===== config.mk =====
export PLATFORM = sky130hd
export DESIGN_NAME = fifo_burst_reader
export DESIGN_NICKNAME = d
export VERILOG_FILES = /design/src/rtl/shallow_fifo_pkg.sv /design/src/rtl/fifo_burst_skid.sv /design/src/rtl/fifo_burst_reader.sv
export SDC_FILE = /design/constraint.sdc
export NUM_CORES = 1
export LEC_CHECK = 0
export CAP_MARGIN = 15
export CORE_UTILIZATION = 48
export DETAILED_ROUTE_END_ITERATION = 10
export PLACE_DENSITY = 0.75
export SKIP_LAST_GASP = 1
export SYNTH_ARGS = -nofsm -noshare
export SYNTH_HDL_FRONTEND = slang
export SYNTH_SLANG_ARGS = --single-unit

===== constraint.sdc =====
create_clock -name clk -period 2.31 [get_ports clk]
set_input_delay 0.462 -clock clk [delete_from_list [all_inputs] [get_ports clk]]
set_output_delay 0.462 -clock clk [all_outputs]
set_load 0.005 [all_outputs]

===== src/rtl/shallow_fifo_pkg.sv =====
// ---------------------------------------------------------------------------
// shallow_fifo_pkg
//   Shared types and constants for the FIFO burst reader slice.
//   - reader_state_t : burst reader FSM state (IDLE, BURST)
//   - SKID_DEPTH     : number of entries in the output buffer
// ---------------------------------------------------------------------------
package shallow_fifo_pkg;

    typedef enum logic {
        IDLE  = 1'b0,
        BURST = 1'b1
    } reader_state_t;

    // The output buffer is two entries deep. That lets the reader keep
    // popping at one word per cycle while the consumer also takes one word
    // per cycle.
    localparam int SKID_DEPTH = 2;

endpackage


===== src/rtl/fifo_burst_skid.sv =====
// ---------------------------------------------------------------------------
// fifo_burst_skid
//   Two-entry output buffer that holds {data, last} pairs in FIFO order.
//   The head entry drives the stream outputs.
//
//   Ports
//     clk, rst_n          : clock, asynchronous active-low reset
//     push                : write push_data/push_last this cycle
//     push_data/push_last : word and end-of-burst flag to store
//     m_valid/m_ready     : stream handshake (head entry valid / consumer ready)
//     m_data/m_last       : head entry
//     occupancy           : number of entries held (0..2)
//
//   Handshake: a word moves to the consumer on any rising edge where
//   m_valid && m_ready. m_valid never depends on m_ready. While
//   m_valid=1 && m_ready=0, m_data and m_last stay unchanged.
// ---------------------------------------------------------------------------
module fifo_burst_skid
    import shallow_fifo_pkg::*;
#(
    parameter int DATA_WIDTH = 8
) (
    input  logic                  clk,
    input  logic                  rst_n,
    input  logic                  push,
    input  logic [DATA_WIDTH-1:0] push_data,
    input  logic                  push_last,
    output logic                  m_valid,
    input  logic                  m_ready,
    output logic [DATA_WIDTH-1:0] m_data,
    output logic                  m_last,
    output logic [1:0]            occupancy
);

    logic [DATA_WIDTH-1:0] head_data, head_data_next;
    logic [DATA_WIDTH-1:0] tail_data, tail_data_next;
    logic                  head_last, head_last_next;
    logic                  tail_last, tail_last_next;
    logic [1:0]            occ, occ_next;
    logic                  pop;

    localparam logic [1:0] FULL = 2'(SKID_DEPTH);

    assign m_valid   = (occ != 2'd0);
    assign pop       = m_valid & m_ready;
    assign m_data    = head_data;
    // Qualify with valid so a stale flag never lingers on an empty buffer.
    assign m_last    = head_last & m_valid;
    assign occupancy = occ;

    always_comb begin
        head_data_next = head_data;
        head_last_next = head_last;
        tail_data_next = tail_data;
        tail_last_next = tail_last;
        occ_next       = occ;

        case ({push, pop})
            2'b10: begin
                if (occ == 2'd0) begin
                    head_data_next = push_data;
                    head_last_next = push_last;
                    occ_next       = 2'd1;
                end else if (occ == 2'd1) begin
                    tail_data_next = push_data;
                    tail_last_next = push_last;
                    occ_next       = FULL;
                end
                // A push into a full buffer cannot happen: the reader only
                // pops from the FIFO when there is room here.
            end
            2'b01: begin
                if (occ == FULL) begin
                    head_data_next = tail_data;
                    head_last_next = tail_last;
                end
                occ_next = occ - 2'd1;
            end
            2'b11: begin
                // Pop and push in the same cycle, so occupancy does not change.
                // If the buffer is full, the tail moves up to the head and the
                // new word takes the tail slot, which keeps FIFO order.
                if (occ == FULL) begin
                    head_data_next = tail_data;
                    head_last_next = tail_last;
                    tail_data_next = push_data;
                    tail_last_next = push_last;
                end else begin
                    head_data_next = push_data;
                    head_last_next = push_last;
                end
            end
            default: begin
            end
        endcase
    end

    always_ff @(posedge clk or negedge rst_n) begin
        if (!rst_n) begin
            head_data <= '0;
            head_last <= 1'b0;
            tail_data <= '0;
            tail_last <= 1'b0;
            occ       <= 2'd0;
        end else begin
            head_data <= head_data_next;
            head_last <= head_last_next;
            tail_data <= tail_data_next;
            tail_last <= tail_last_next;
            occ       <= occ_next;
        end
    end

endmodule


===== src/rtl/fifo_burst_reader.sv =====
// ---------------------------------------------------------------------------
// fifo_burst_reader
//   Drains an upstream first-word-fall-through FIFO into a valid/ready
//   stream in bursts. A full burst of BURST_LEN words starts as soon as the
//   FIFO holds that many words. A smaller amount of data is flushed as a
//   partial burst after TIMEOUT cycles with no full burst available. The
//   last word of every burst carries m_last.
//
//   Ports
//     clk, rst_n        : clock, asynchronous active-low reset
//     fifo_rd_en        : pop request to the FIFO
//     fifo_rd_data      : FIFO head word (valid in the same cycle when not empty)
//     fifo_empty        : FIFO empty flag
//     fifo_count        : FIFO occupancy
//     m_valid/m_ready   : output stream handshake
//     m_data/m_last     : output stream word and end-of-burst marker
//     busy              : FSM in BURST, or words still buffered
//     partial           : single-cycle pulse in the cycle a timeout burst is launched
//
//   Stream handshake: a beat transfers on a rising edge with
//   m_valid && m_ready. m_valid does not wait for m_ready. Once m_valid is
//   raised, m_data and m_last hold until that beat transfers.
// ---------------------------------------------------------------------------
module fifo_burst_reader
    import shallow_fifo_pkg::*;
#(
    parameter int DATA_WIDTH  = 8,
    parameter int FIFO_DEPTH  = 32,
    parameter int COUNT_WIDTH = $clog2(FIFO_DEPTH) + 1,
    parameter int BURST_LEN   = 8,
    parameter int TIMEOUT     = 16
) (
    input  logic                   clk,
    input  logic                   rst_n,
    output logic                   fifo_rd_en,
    input  logic [DATA_WIDTH-1:0]  fifo_rd_data,
    input  logic                   fifo_empty,
    input  logic [COUNT_WIDTH-1:0] fifo_count,
    output logic                   m_valid,
    input  logic                   m_ready,
    output logic [DATA_WIDTH-1:0]  m_data,
    output logic                   m_last,
    output logic                   busy,
    output logic                   partial
);

    // A burst can never be longer than the FIFO that feeds it.
    localparam int BURST_EFF = (BURST_LEN > FIFO_DEPTH) ? FIFO_DEPTH : BURST_LEN;
    localparam logic [COUNT_WIDTH-1:0] BURST_LEN_C = COUNT_WIDTH'(BURST_EFF);

    // The timer only has to reach TIMEOUT-1. That value is the flush point.
    localparam int TIMER_WIDTH = (TIMEOUT > 1) ? $clog2(TIMEOUT) : 1;
    localparam logic [TIMER_WIDTH-1:0] TIMER_MAX = TIMER_WIDTH'(TIMEOUT - 1);

    reader_state_t          state, state_next;
    logic [TIMER_WIDTH-1:0] timer, timer_next;
    logic [COUNT_WIDTH-1:0] burst_len, burst_len_next;
    logic [COUNT_WIDTH-1:0] burst_cnt, burst_cnt_next;
    logic [1:0]             skid_occ;
    logic                   word_last;
    logic                   below_burst;

    // burst_cnt counts the words already popped in this burst. It stays
    // below burst_len, so cnt+1 fits in COUNT_WIDTH and never wraps.
    assign word_last   = ((burst_cnt + COUNT_WIDTH'(1)) == burst_len);
    assign below_burst = (fifo_count != '0) && (fifo_count < BURST_LEN_C);

    // Pop when there is a free slot, or when the consumer frees one in this
    // same cycle. This holds the buffer at most two words ahead of the
    // consumer and still gives one word per cycle.
    assign fifo_rd_en = (state == BURST) && !fifo_empty &&
                        ((skid_occ < 2'(SKID_DEPTH)) || (m_valid && m_ready));

    assign busy = (state != IDLE) || (skid_occ != 2'd0);

    always_comb begin
        state_next     = state;
        timer_next     = timer;
        burst_len_next = burst_len;
        burst_cnt_next = burst_cnt;
        partial        = 1'b0;

        case (state)
            IDLE: begin
                if (fifo_empty) begin
                    timer_next = '0;
                end else if (fifo_count >= BURST_LEN_C) begin
                    state_next     = BURST;
                    burst_len_next = BURST_LEN_C;
                    burst_cnt_next = '0;
                    timer_next     = '0;
                end else if (below_burst) begin
                    if (timer == TIMER_MAX) begin
                        // Flush what is there now. Words written later are
                        // left for the next burst.
                        state_next     = BURST;
                        burst_len_next = fifo_count;
                        burst_cnt_next = '0;
                        timer_next     = '0;
                        partial        = 1'b1;
                    end else begin
                        timer_next = timer + TIMER_WIDTH'(1);
                    end
                end
            end
            BURST: begin
                timer_next = '0;
                if (fifo_rd_en) begin
                    if (word_last) begin
                        state_next     = IDLE;
                        burst_cnt_next = '0;
                    end else begin
                        burst_cnt_next = burst_cnt + COUNT_WIDTH'(1);
                    end
                end
            end
            default: begin
                state_next = IDLE;
            end
        endcase
    end

    always_ff @(posedge clk or negedge rst_n) begin
        if (!rst_n) begin
            state     <= IDLE;
            timer     <= '0;
            burst_len <= '0;
            burst_cnt <= '0;
        end else begin
            state     <= state_next;
            timer     <= timer_next;
            burst_len <= burst_len_next;
            burst_cnt <= burst_cnt_next;
        end
    end

    fifo_burst_skid #(
        .DATA_WIDTH (DATA_WIDTH)
    ) u_skid (
        .clk       (clk),
        .rst_n     (rst_n),
        .push      (fifo_rd_en),
        .push_data (fifo_rd_data),
        .push_last (word_last),
        .m_valid   (m_valid),
        .m_ready   (m_ready),
        .m_data    (m_data),
        .m_last    (m_last),
        .occupancy (skid_occ)
    );

endmodule


; ---- Word level (Yosys, flattened, before mapping)
; Cells that the tools add are included.
[totals]
wordCells = 101
output_inout_bits = 13
ff_bits = 37
[op_classes]
mux = 44
n_lt_le_gt_ge = 3
eq_ne = 18
n_bitwise = 4
reduce_logical = 20
add_sub_neg = 3
[ops]
columns = op, n
row1 = 6-bit 2-to-1 mux, 9
row2 = 8-bit 2-to-1 mux, 6
row3 = 8-bit one-hot mux with 3 select lines, 1
row4 = 4-bit 2-to-1 mux, 4
row5 = 8-bit one-hot mux with 2 select lines, 1
row6 = 1-bit 2-to-1 mux, 15
row7 = 6-bit one-hot mux with 2 select lines, 1
row8 = 4-bit AND reduction, 3
row9 = 2-bit by 1-bit inequality test with 1-bit output (second input constant), 5
row10 = 2-bit nonzero test, 5
row11 = 4-bit one-hot mux with 2 select lines, 1
row12 = 6-bit by 1-bit adder with 6-bit output (second input constant), 1
row13 = 2-bit == test (second input constant), 3
row14 = 6-bit == test, 1
row15 = 6-bit by 4-bit >= comparator with 1-bit output (second input constant), 1
row16 = 6-bit by 4-bit < comparator with 1-bit output (second input constant), 1
row17 = 3-bit inequality test (second input constant), 2
row18 = 6-bit nonzero test, 1
row19 = 4-bit by 1-bit adder with 4-bit output (second input constant), 1
row20 = 2-bit by 1-bit == test with 1-bit output (second input constant), 2
row21 = 4-bit == test (second input constant), 1
row22 = 1-bit logical AND, 4
row23 = 2-bit 2-to-1 mux, 2
row24 = 2-bit inequality test (second input constant), 2
row25 = 15 further kinds, 19

; ---- Depth between registers and ports, before layout
[depth]
word_depth = 7
mapped_depth = 11
depth_no_buf = 11

; ---- By module
; Synthesis repeated with hierarchy kept, for this count alone.
[unflattened]
cells_unflattened = 199
hier_area_um2 = 1966.9
[modules_own_cells]
columns = module, area_per_inst_um2, instances, cells_per_inst
row1 = fifo_burst_reader, 984.7, 1, 111
row2 = fifo_burst_skid, 982.2, 1, 88

; ---- Least setup slack after synthesis
; OpenSTA, ideal clock, no wires.
[synth_path]
path_kind = flip-flop to flip-flop
from = register u_skid.occ[0] (netlist: u_skid.occupancy[0])
to = register u_skid.tail_last
synth_period_minus_slack_ns = 2.490
setup_time_ns = 0.125
stages_incl_launch_ff = 11
path_slack_ns = -0.180
t_arrival_ns = 2.365
path_buffers = 0
path_cell_list = dfrtp_1 inv_1 ha_1 nand2b_4 a211o_4 clkinv_2 ha_1 nor2b_2 a21oi_1 nor2_4 mux2_2
[synth_via]
elab_chain_len = 7
elab_cells_between_ends = 17
classes_between = order compare (1) / eq/ne (7) / mux (1) / bitwise (1) / reduce/logical (7)
[synth_rtl]
columns = element, line
row1 = "start, declared", fifo_burst_skid.sv:39  ; logic [1:0] occ, occ_next;
row2 = "start signal, assigned", fifo_burst_skid.sv:110  ; occ <= occ_next;
row3 = "parallel branches: the longest is 2 deep, another holds 2-bit < comparator", n/a
row4 = 1-bit logical OR *, fifo_burst_reader.sv:72  ; ((skid_occ < 2'(SKID_DEPTH)) || (m_valid && m_ready));
row5 = 1-bit logical AND *, fifo_burst_reader.sv:71  ; assign fifo_rd_en = (state == BURST) && !fifo_empty &&
row6 = via fifo_rd_en, fifo_burst_reader.sv:35  ; output logic fifo_rd_en,
row7 = 2-bit == test, fifo_burst_skid.sv:58  ; case ({push, pop})
row8 = 2-bit by 1-bit inequality test with 1-bit output (no line) (tied with other cells), n/a
row9 = 4-bit AND reduction (no line), n/a
row10 = "end signal, assigned", fifo_burst_skid.sv:109  ; tail_last <= tail_last_next;
row11 = "end, declared", fifo_burst_skid.sv:38  ; logic tail_last, tail_last_next;
; Mark *: on every way through the listed nets, which the timed path passes.
; A chain may end at the register's enable or synchronous reset.

; ---- Worst setup path in the final report
[layout_path]
from = input port m_ready
to = output port fifo_rd_en
[layout_via]
elab_chain_len = 3
[layout_rtl]
columns = element, line
row1 = "start, declared", fifo_burst_reader.sv:40  ; input logic m_ready,
row2 = 1-bit logical AND, fifo_burst_reader.sv:72
row3 = 1-bit logical OR, fifo_burst_reader.sv:72
row4 = 1-bit logical AND, fifo_burst_reader.sv:71
row5 = "end, declared", fifo_burst_reader.sv:35
; No other way between the ends.

==> impl_metrics.yaml <==
pwr:
  leakagePower_nw: 1.159
  ir_drop_uv: 631.3
  sw_frac_of_total_pct: 33.95
  internal_power_w: 0.001827
  power_w: 0.002766
  clkPwrFrac_pct: 20.4
  power_density_nw_per_um2: 1037
  pwr-share-comb_pct: 43.8
  seqPwrFrac_pct: 35.8
  switching_power_w: 0.0009393
grt:
  grt_usage_pct: 22.60
  grt_first_pass_wirelength_mm: 7.383
  grt_antenna_before_repair: 0
  first_global_vias: 1689
  overflow: 0
  grt_max_degree: 38
layout:
  stdcell_count: 296
  area_growth_pct: 34.94
  mostFrequentLayoutCell: "dfrtp_1"
  seqCellArea_um2: 925.9
  drive_gt1_share_pct: 21.37
  final_cell_mix: "dfrtp_1, clkdlybuf4s50_1, a21oi_1"
  finalCoreUtilization_pct: 70.22
  multi_input_area_um2: 1047
  diodes: 0
  finalNetCount: 274
  design_area_um2: 2668
  num-fill-cells: 304
timing:
  period_needed_ps: 2222
  rsz0062_at_grt: "no"
  fin_worst_skew_ps: 9.036
  timing.slew.headroom_pct: 68.85
  setup_ws_ps: 87.88
  final_hold_viol_count: 0
  slew_viol_final: 0
  setup_viol: 0
  fmax_mhz: 450.0
  min_period_over_period_pct: 96.20
  max_slew.worst_pin.slew_ps: 467.3
placed_design:
  portBuffers: 30
  post-dp-hpwl_mm: 3.177
  placed_cells: 287
  pre_cts_ws_ps: -352.5
  placed_area_um2: 2516
  gp_congestion: 0.8320
routing:
  drt_iter0_drc: 100
  drc_errors: 0
  ant_nets: 0
  viasPerCell: 5.490
  drt_wl_total_mm: 4.152
  dr.pass1.iters: 4
  wl_per_cell_um: 14.03
  vias: 1625
synth:
  ys_seq_elements: 37
  synth-main-ff-cell: "dfrtp_1"
  ys_warn_count: 0
  synth_enable_flop_cells: 0
  synthCells: 194
  avgSynthCellArea_um2: 10.19
  ys_seq_area_share_pct: 46.84
  syn-num-nets: 221
  synth.distinct_cells: 44
  async_reset_ff_share_pct: 100.0
  netlist_area_um2: 1977
worst_setup_path:
  r2r_slack_ps: 100
  r2r_end: "u_skid.tail_data[1]"
  worst-path-max-fanout: 3
  cp-start-kind: "input pin"
  r2r-start: "u_skid.occupancy[1]"
  worstSetupEndpointType: "output port"
  cp.required_ps: 1850
  crit_type: "input pin to output port"
  r2r_cells: 11
  arrival_ps: 1760
clocking:
  clock_path_buffers: 2
  cts_root_buf: "clkbuf_8"
  htree_levels: 2
  cts_num_sinks: 37
  clkLatencyLatePin_ps: 290
  cts_tree: "built"
  path_clk_slew_ps: 80
  hold_buffers: 0
  cts_made_buffers: 5
floorplan:
  die_x_um: 66.18
  design.die.area_um2: 4379
  die_h_um: 66.18
  rows: 22
  initial_utilization_pct: 52.04
  core-area_um2: 3799
  ios: 31
outcome:
  status: "finished, final reports clean"
job:
  maxCapViolCount: 0
hold_path:
  min_to: "u_skid.tail_data[7]"
  hold_depth: 1
  hp-class: "register to register"
  hp-start: "u_skid.tail_data[7]"
[power groups by stage]
| stage | Combinational [W] | Clock [W] | Sequential (W) |
|---|---|---|---|
| 6_report | 0.00121 | 0.000563 | 0.000991 |
| 5_1_grt | 0.00136 | 0.000599 | 0.00102 |
| 4_1_cts | 0.00121 | 0.000577 | 0.000989 |
| 3_5_place_dp | 0.00119 | 0 | 0.00100 |
| 3_3_place_gp | 0.00114 | 0 | 0.000991 |
| 2_1_floorplan | 0.000716 | 0 | 0.000964 |
[repair_timing]
| item | 4_1_cts | 5_1_grt |
|---|---|---|
| gates resized for setup | 5 | 3 |
| gates cloned | 0 | 0 |
| endpoints found under the hold margin | 0 | 0 |
| pin swaps | 2 | 0 |
| endpoints found under the setup margin | 15 | 11 |
| buffers inserted | 1 | 0 |
[critical path, stage by stage]
cell and delay [ps]:
clkdlybuf4s50_1 500, nand2b_4 60, a211o_4 340, clkinv_4 70, buf_4 100, dlygate4sd2_1 220
[registers in the layout, indices dropped and copies added (netlist names), 2 cells and up]
name	count
u_skid.occupancy	2
burst_cnt	6
burst_len	6
u_skid.tail_data	8
timer	4
u_skid.m_data	8
[how the worst max path moves through the flow]
stage                              from                   to  slack (ps)  depth (start not counted)
floorplan           u_skid.occupancy[1]  u_skid.tail_data[1]         -10                         10
global placement                m_ready  u_skid.tail_data[5]        -260                          9
detailed placement              m_ready  u_skid.tail_data[1]        -350                          9
CTS                 u_skid.occupancy[1]  u_skid.tail_data[1]          40                         11
global route        u_skid.occupancy[1]  u_skid.tail_data[5]          20                         11
finish                          m_ready           fifo_rd_en          90                          6
[logic make-up after synthesis]
group	share of synthesized area, %
buffers and inverters	3.038
adder cells (fa/ha/maj)	5.696
AO/OA/AOI/OAI	16.96
AND/OR/NAND/NOR	17.72
flip-flops	46.84
XOR/XNOR	3.544
multiplexers	6.203
[cells in the mapped netlist (5+ instances only)]
master	n	area (um^2)
a21oi_1	19	95.09
a22oi_1	9	67.56
dfrtp_1	37	925.9
ha_1	9	112.6
inv_1	9	33.78
mux2_1	8	90.09
nand2_1	17	63.81
nand3_1	6	30.03
nor2_1	17	63.81
o21ai_1	5	25.02
[through the flow]
| stage | hold WS [ps] | setup TNS [ps] |
|---|---|---|
| floorplan | 166.4 | -66.66 |
| global placement | 468.1 | -4642 |
| detailed placement | 480.4 | -6008 |
| CTS | 498.9 | 0 |
| global route | 525.1 | 0 |
| finish | 500.8 | 0 |
[layout make-up]
cell class                      count  share of cell area, %
Clock buffer                        5                  2.580
Clock inverter                      3                  1.735
Multi-Input combinational cell    143                  39.26
Tap cell                           48                  2.251
Sequential cell                    37                  34.71
Inverter                           10                  1.595
Timing Repair Buffer               50                  17.87
[per-layer routing]
layer	wire (um)	part of all wire, %	GRT usage (%)
met2	2083	50	37.88
met1	1866	45	28.35
met4	61	1.5	8.245
met5	0	0	0
met3	140	3.4	5.172
Note: power is estimated with default switching activity, not from simulation.
==> patch 1 (same settings) <==
`DATA_WIDTH` is set to 8 in 2 places; all go to 6.
--- a/src/rtl/fifo_burst_skid.sv
+++ b/src/rtl/fifo_burst_skid.sv
@@ -18,7 +18,7 @@
 module fifo_burst_skid
     import shallow_fifo_pkg::*;
 #(
-    parameter int DATA_WIDTH = 8
+    parameter int DATA_WIDTH = 6
 ) (
     input  logic                  clk,
     input  logic                  rst_n,
--- a/src/rtl/fifo_burst_reader.sv
+++ b/src/rtl/fifo_burst_reader.sv
@@ -24,7 +24,7 @@
 module fifo_burst_reader
     import shallow_fifo_pkg::*;
 #(
-    parameter int DATA_WIDTH  = 8,
+    parameter int DATA_WIDTH  = 6,
     parameter int FIFO_DEPTH  = 32,
     parameter int COUNT_WIDTH = $clog2(FIFO_DEPTH) + 1,
     parameter int BURST_LEN   = 8,
Interface: changed (resized fifo_rd_data and m_data); port bits go from 31 to 27. The function was not compared with the original's and may differ.
==> patch 1 against the unedited design <==
- routed wire length fell by 7.0%
- critical path depth fell by 2
- sequential cell count fell by 4
- clock power fell by 0.7%
- design area fell by 7.7%
- power fell by 4.4%
- worst setup slack got worse by 17 ps
- non-clock buffer count fell by 1
- clock skew fell by 4.4 ps
- first-iteration DRC count fell by 58%
- synthesized cell count fell by 2.6%
- synthesized area fell by 8.0%
==> patch 1: results (changes against the unedited design) <==
- Status: finished, final reports clean (unchanged)
- Clk_skew: 4.68 ps (was 9.04 ps)
- Routed wl met2: 1900 um (was 2080 um)
- Vias/cell: 5.27 (was 5.49)
- Signal buffers: 49 (was 50)
- Die Wd: 63.6 um (was 66.2 um)
- Final #Nets: 266 (was 274)
- Initial DRC count: 42 (was 100)
- CP Data Arrival Time: 1780 ps (was 1760 ps)
- Number of cells after detailed placement: 281 (was 287)
- Mux contribution to synthesized area: 5.43% (was 6.20%)
- Top cells by count, synth: dfrtp_1 (33), nand2_1 (27), nor2_1 (18) (was dfrtp_1 (37), a21oi_1 (19), nand2_1 (17), nor2_1 (17))
- Sequential element share of the synthesized area: 45.4% (was 46.8%)
- Met1 Use GR: 26.8% (was 28.3%)
- Detailed placer's ending HPWL: 2660 um (was 3180 um)
- Syn avg cell area: 9.63 sq um (was 10.2 sq um)
- Met2 Use GR: 36.4% (was 37.9%)
- Met3 routed WL: 145 um (was 140 um)
- Reg-to-reg setup timing slack: 150 ps (was 100 ps)
- Adder-cell share of the synthesized area: 6.19% (was 5.70%)
- Clk tree area frac: 4.68% (was 4.32%)
- FFs & Latches: 33 (was 37)
- Sequential Area: 826 sq um (was 926 sq um)
- Pre-CTS WS: -452 ps (was -353 ps)
- Cell Pwr Density: 1070 nW/um^2 (was 1040 nW/um^2)
- GR met3 Demand/Resource: 4.89% (was 5.17%)
- Critical R2R Launch: u_skid.occupancy[0] (was u_skid.occupancy[1])
- Placed Instance Area: 2300 sq um (was 2520 sq um)
- GRT Total Usage: 21.6% (was 22.6%)
- First-pass GRT wire length: 6570 um (was 7380 um)
- Synth area leaders: dfrtp_1 (45%), ha_1 (6.2%), nand2_1 (5.6%), mux2_2 (4.3%), nor2_1 (3.7%) (was dfrtp_1 (47%), ha_1 (5.7%), a21oi_1 (4.8%), mux2_1 (4.6%), a22oi_1 (3.4%))
- GPL Wtd Cong: 0.840 (was 0.832)
- Largest net degree at the start of global routing: 34 (was 38)
- CP max stage delay: 420 ps (was 500 ps)
- Port Buffers: 26 (was 30)
- Layout cells sized above 1: 22.7% (was 21.4%)
- Non-clk buf share: 17.5% (was 17.9%)
- Number of non-clock inverters in the layout: 9 (was 10)
[patch 1: report_power, final]
group	internal, W	total, W	switching, W
Clock	0.000323	0.000559	0.000237
Sequential	0.000759	0.000891	0.000131
Combinational	0.000637	0.00119	0.000557
Total	0.00172	0.00264	0.000925
[patch 1: worst min-delay path by stage]
stage / start / end / slack (ps)
after global placement: u_skid.tail_last / u_skid.tail_last / 490
after CTS: u_skid.tail_data[3] / u_skid.tail_data[3] / 510
after floorplan: rst_n / burst_cnt[0] / 170
after global routing: u_skid.tail_data[5] / u_skid.tail_data[5] / 530
final: u_skid.tail_data[4] / u_skid.tail_data[4] / 510
after detailed placement: u_skid.tail_data[3] / u_skid.tail_data[3] / 500
[patch 1: worst max-delay path, delay by kind of cell]
| family | cells | cell delay [ps] |
|---|---|---|
| simple gates | 2 | 730 |
| buf+inv | 2 | 580 |
==> patch 2 (same settings) <==
Made on the original files. Make the reset (`rst_n`) synchronous in 2 clocked blocks. Comments in the files are not updated.
--- a/src/rtl/fifo_burst_skid.sv
+++ b/src/rtl/fifo_burst_skid.sv
@@ -95,7 +95,7 @@
         endcase
     end
 
-    always_ff @(posedge clk or negedge rst_n) begin
+    always_ff @(posedge clk) begin
         if (!rst_n) begin
             head_data <= '0;
             head_last <= 1'b0;
--- a/src/rtl/fifo_burst_reader.sv
+++ b/src/rtl/fifo_burst_reader.sv
@@ -120,7 +120,7 @@
         endcase
     end
 
-    always_ff @(posedge clk or negedge rst_n) begin
+    always_ff @(posedge clk) begin
         if (!rst_n) begin
             state     <= IDLE;
             timer     <= '0;
Function: differs if rst_n is asserted again (counterexample within 4 cycles, from zero or initial values and one cycle with rst_n low); with rst_n held inactive, the same outputs for 10 cycles.
==> patch 2 against the unedited design <==
- die area shrank 1.0%
- routed wire length grew 4.0%
- sequential cell count is the same
- worst setup slack lost 60 ps
- largest cell class unchanged
- synthesized area shrank 1.1%
- design area shrank 2.3%
Power is not compared: it rests on default switching activity, and its combinational part moved more than twofold at a synthesized area within 25%.
==> patch 2: results (changes against the unedited design) <==
- Status: finished, final reports clean (unchanged)
- # clk buffers: 6 (was 5)
- Fillcell total: 292 (was 304)
- Mux contribution to synthesized area: 5.63% (was 6.20%)
- Syn Nets: 246 (was 221)
- Top cells by count, synth: dfxtp_1 (37), nor2_1 (30), nand2_1 (18) (was dfrtp_1 (37), a21oi_1 (19), nand2_1 (17), nor2_1 (17))
- CP Data Arrival Time: 1820 ps (was 1760 ps)
- Cell variety after synth: 46 (was 44)
- RR Endpoint: u_skid.m_data[5] (was u_skid.tail_data[1])
- Total CTS buffers: 5 (unchanged)
- GRT Total Usage: 22.2% (was 22.6%)
- GPL Wtd Cong: 0.840 (was 0.832)
- Async S/R FF share, synth: 0% (was 100%)
- Clk tree area frac: 3.17% (was 4.32%)
- Sequential Area: 746 sq um (was 926 sq um)
- Non-clk buf share: 20.4% (was 17.9%)
- Vias: 1,772 (was 1,625)
- Min Hold Slack: 473 ps (was 501 ps)
- CP max FO: 2 (was 3)
- Hold path depth: 2 (was 1)
- Pre-CTS WS: -169 ps (was -353 ps)
- Layout cells sized above 1: 22.9% (was 21.4%)
- Worst-Margin Slew: 381 ps (was 467 ps)
- Multi-input logic area: 1140 sq um (was 1050 sq um)
- Comb_multi_in: 164 (was 143)
- Critical R2R Launch: u_skid.occupancy[1] (unchanged)
- XOR/XNOR share of the synthesized area: 4.93% (was 3.54%)
- Cell Int Power: about 0.0012 W
- Final #Nets: 305 (was 274)
- Largest net degree at the start of global routing: 19 (was 38)
- First-pass GRT wire length: 7340 um (was 7380 um)
- Compound-cell area share of the yosys netlist: 21.9% (was 17.0%)
- Vias in the first global route: 1,658 (was 1,689)
- Detailed placer's ending HPWL: 3280 um (was 3180 um)
- Sequential element share of the synthesized area: 37.9% (was 46.8%)
- Final wirelength: 4320 um (was 4150 um)
- Number of non-clock inverters in the layout: 11 (was 10)
- Hold_sp: timer[1] (was u_skid.tail_data[7])
- Signal buffers: 59 (was 50)
- Initial DRC count: 86 (was 100)
- Clock Sinks: 37 (unchanged)
- Reg-to-reg setup timing slack: 230 ps (was 100 ps)
## patch 2: changes by cell type after synthesis, sizes merged, moves of 6 or more
cell,delta
a211oi,+8
a21oi,-10
dfrtp,-37
dfxtp,+37
mux2,-10
mux2i,+10
nand3,+6
nor2,+11
## patch 2: cell families (layout without fill, tap and decap cells)
kind of cell	count (synthesis)	in the layout
simple gates	79	79
compound gates	54	54
flops	37	37
buf+inv	18	78
xor+xnor	11	11
mux	11	11
fa+ha+maj	9	9
## patch 2: how the worst max path moves through the flow
stage	cells past startpoint	slack (ps)	startpoint	endpoint
2_1_floorplan	11	-40	u_skid.occupancy[1]	u_skid.head_last
6_report	5	30	fifo_empty	partial
3_3_place_gp	10	-130	m_ready	u_skid.m_data[5]
4_1_cts	5	9	fifo_count[2]	partial
5_1_grt	5	-50	fifo_empty	partial
3_5_place_dp	10	-170	m_ready	u_skid.m_data[4]
## patch 2: through the flow
step	cell area (sq um)	TNS (ps)	power [W]	cells	utilization [%]
finish	2610	0	0.00163	327	69.1
global route	2610	-46.6	0.00172	327	69.1
CTS	2590	0	0.00164	327	68.7
detailed placement	2470	-2490	0.00120	315	65.4
global placement	2470	-1620	0.00119	315	65.4
floorplan	1960	-36.7	0.000977	219	-
## patch 2: repair_timing
action | in CTS | in global routing
endpoints found under the hold margin | 0 | 0
buffers inserted | 4 | 0
hold buffers | 0 | 0
setup endpoints to repair | 2 | 2
gates resized for setup | 10 | 4
pin swaps | 1 | 1
## patch 2: critical path: cells and delay by family
family | cells | cell delay (ps)
buffers and inverters | 3 | 1070
AND/OR/NAND/NOR | 2 | 290
## patch 2: layer usage
layer	GRT usage, %	up-vias	part of all wire (%)
li1	-	899	-
met5	0	-	0
met1	28.2	843	49
met4	7.61	0	0.86
met2	36.9	26	47
met3	4.83	4	3.1
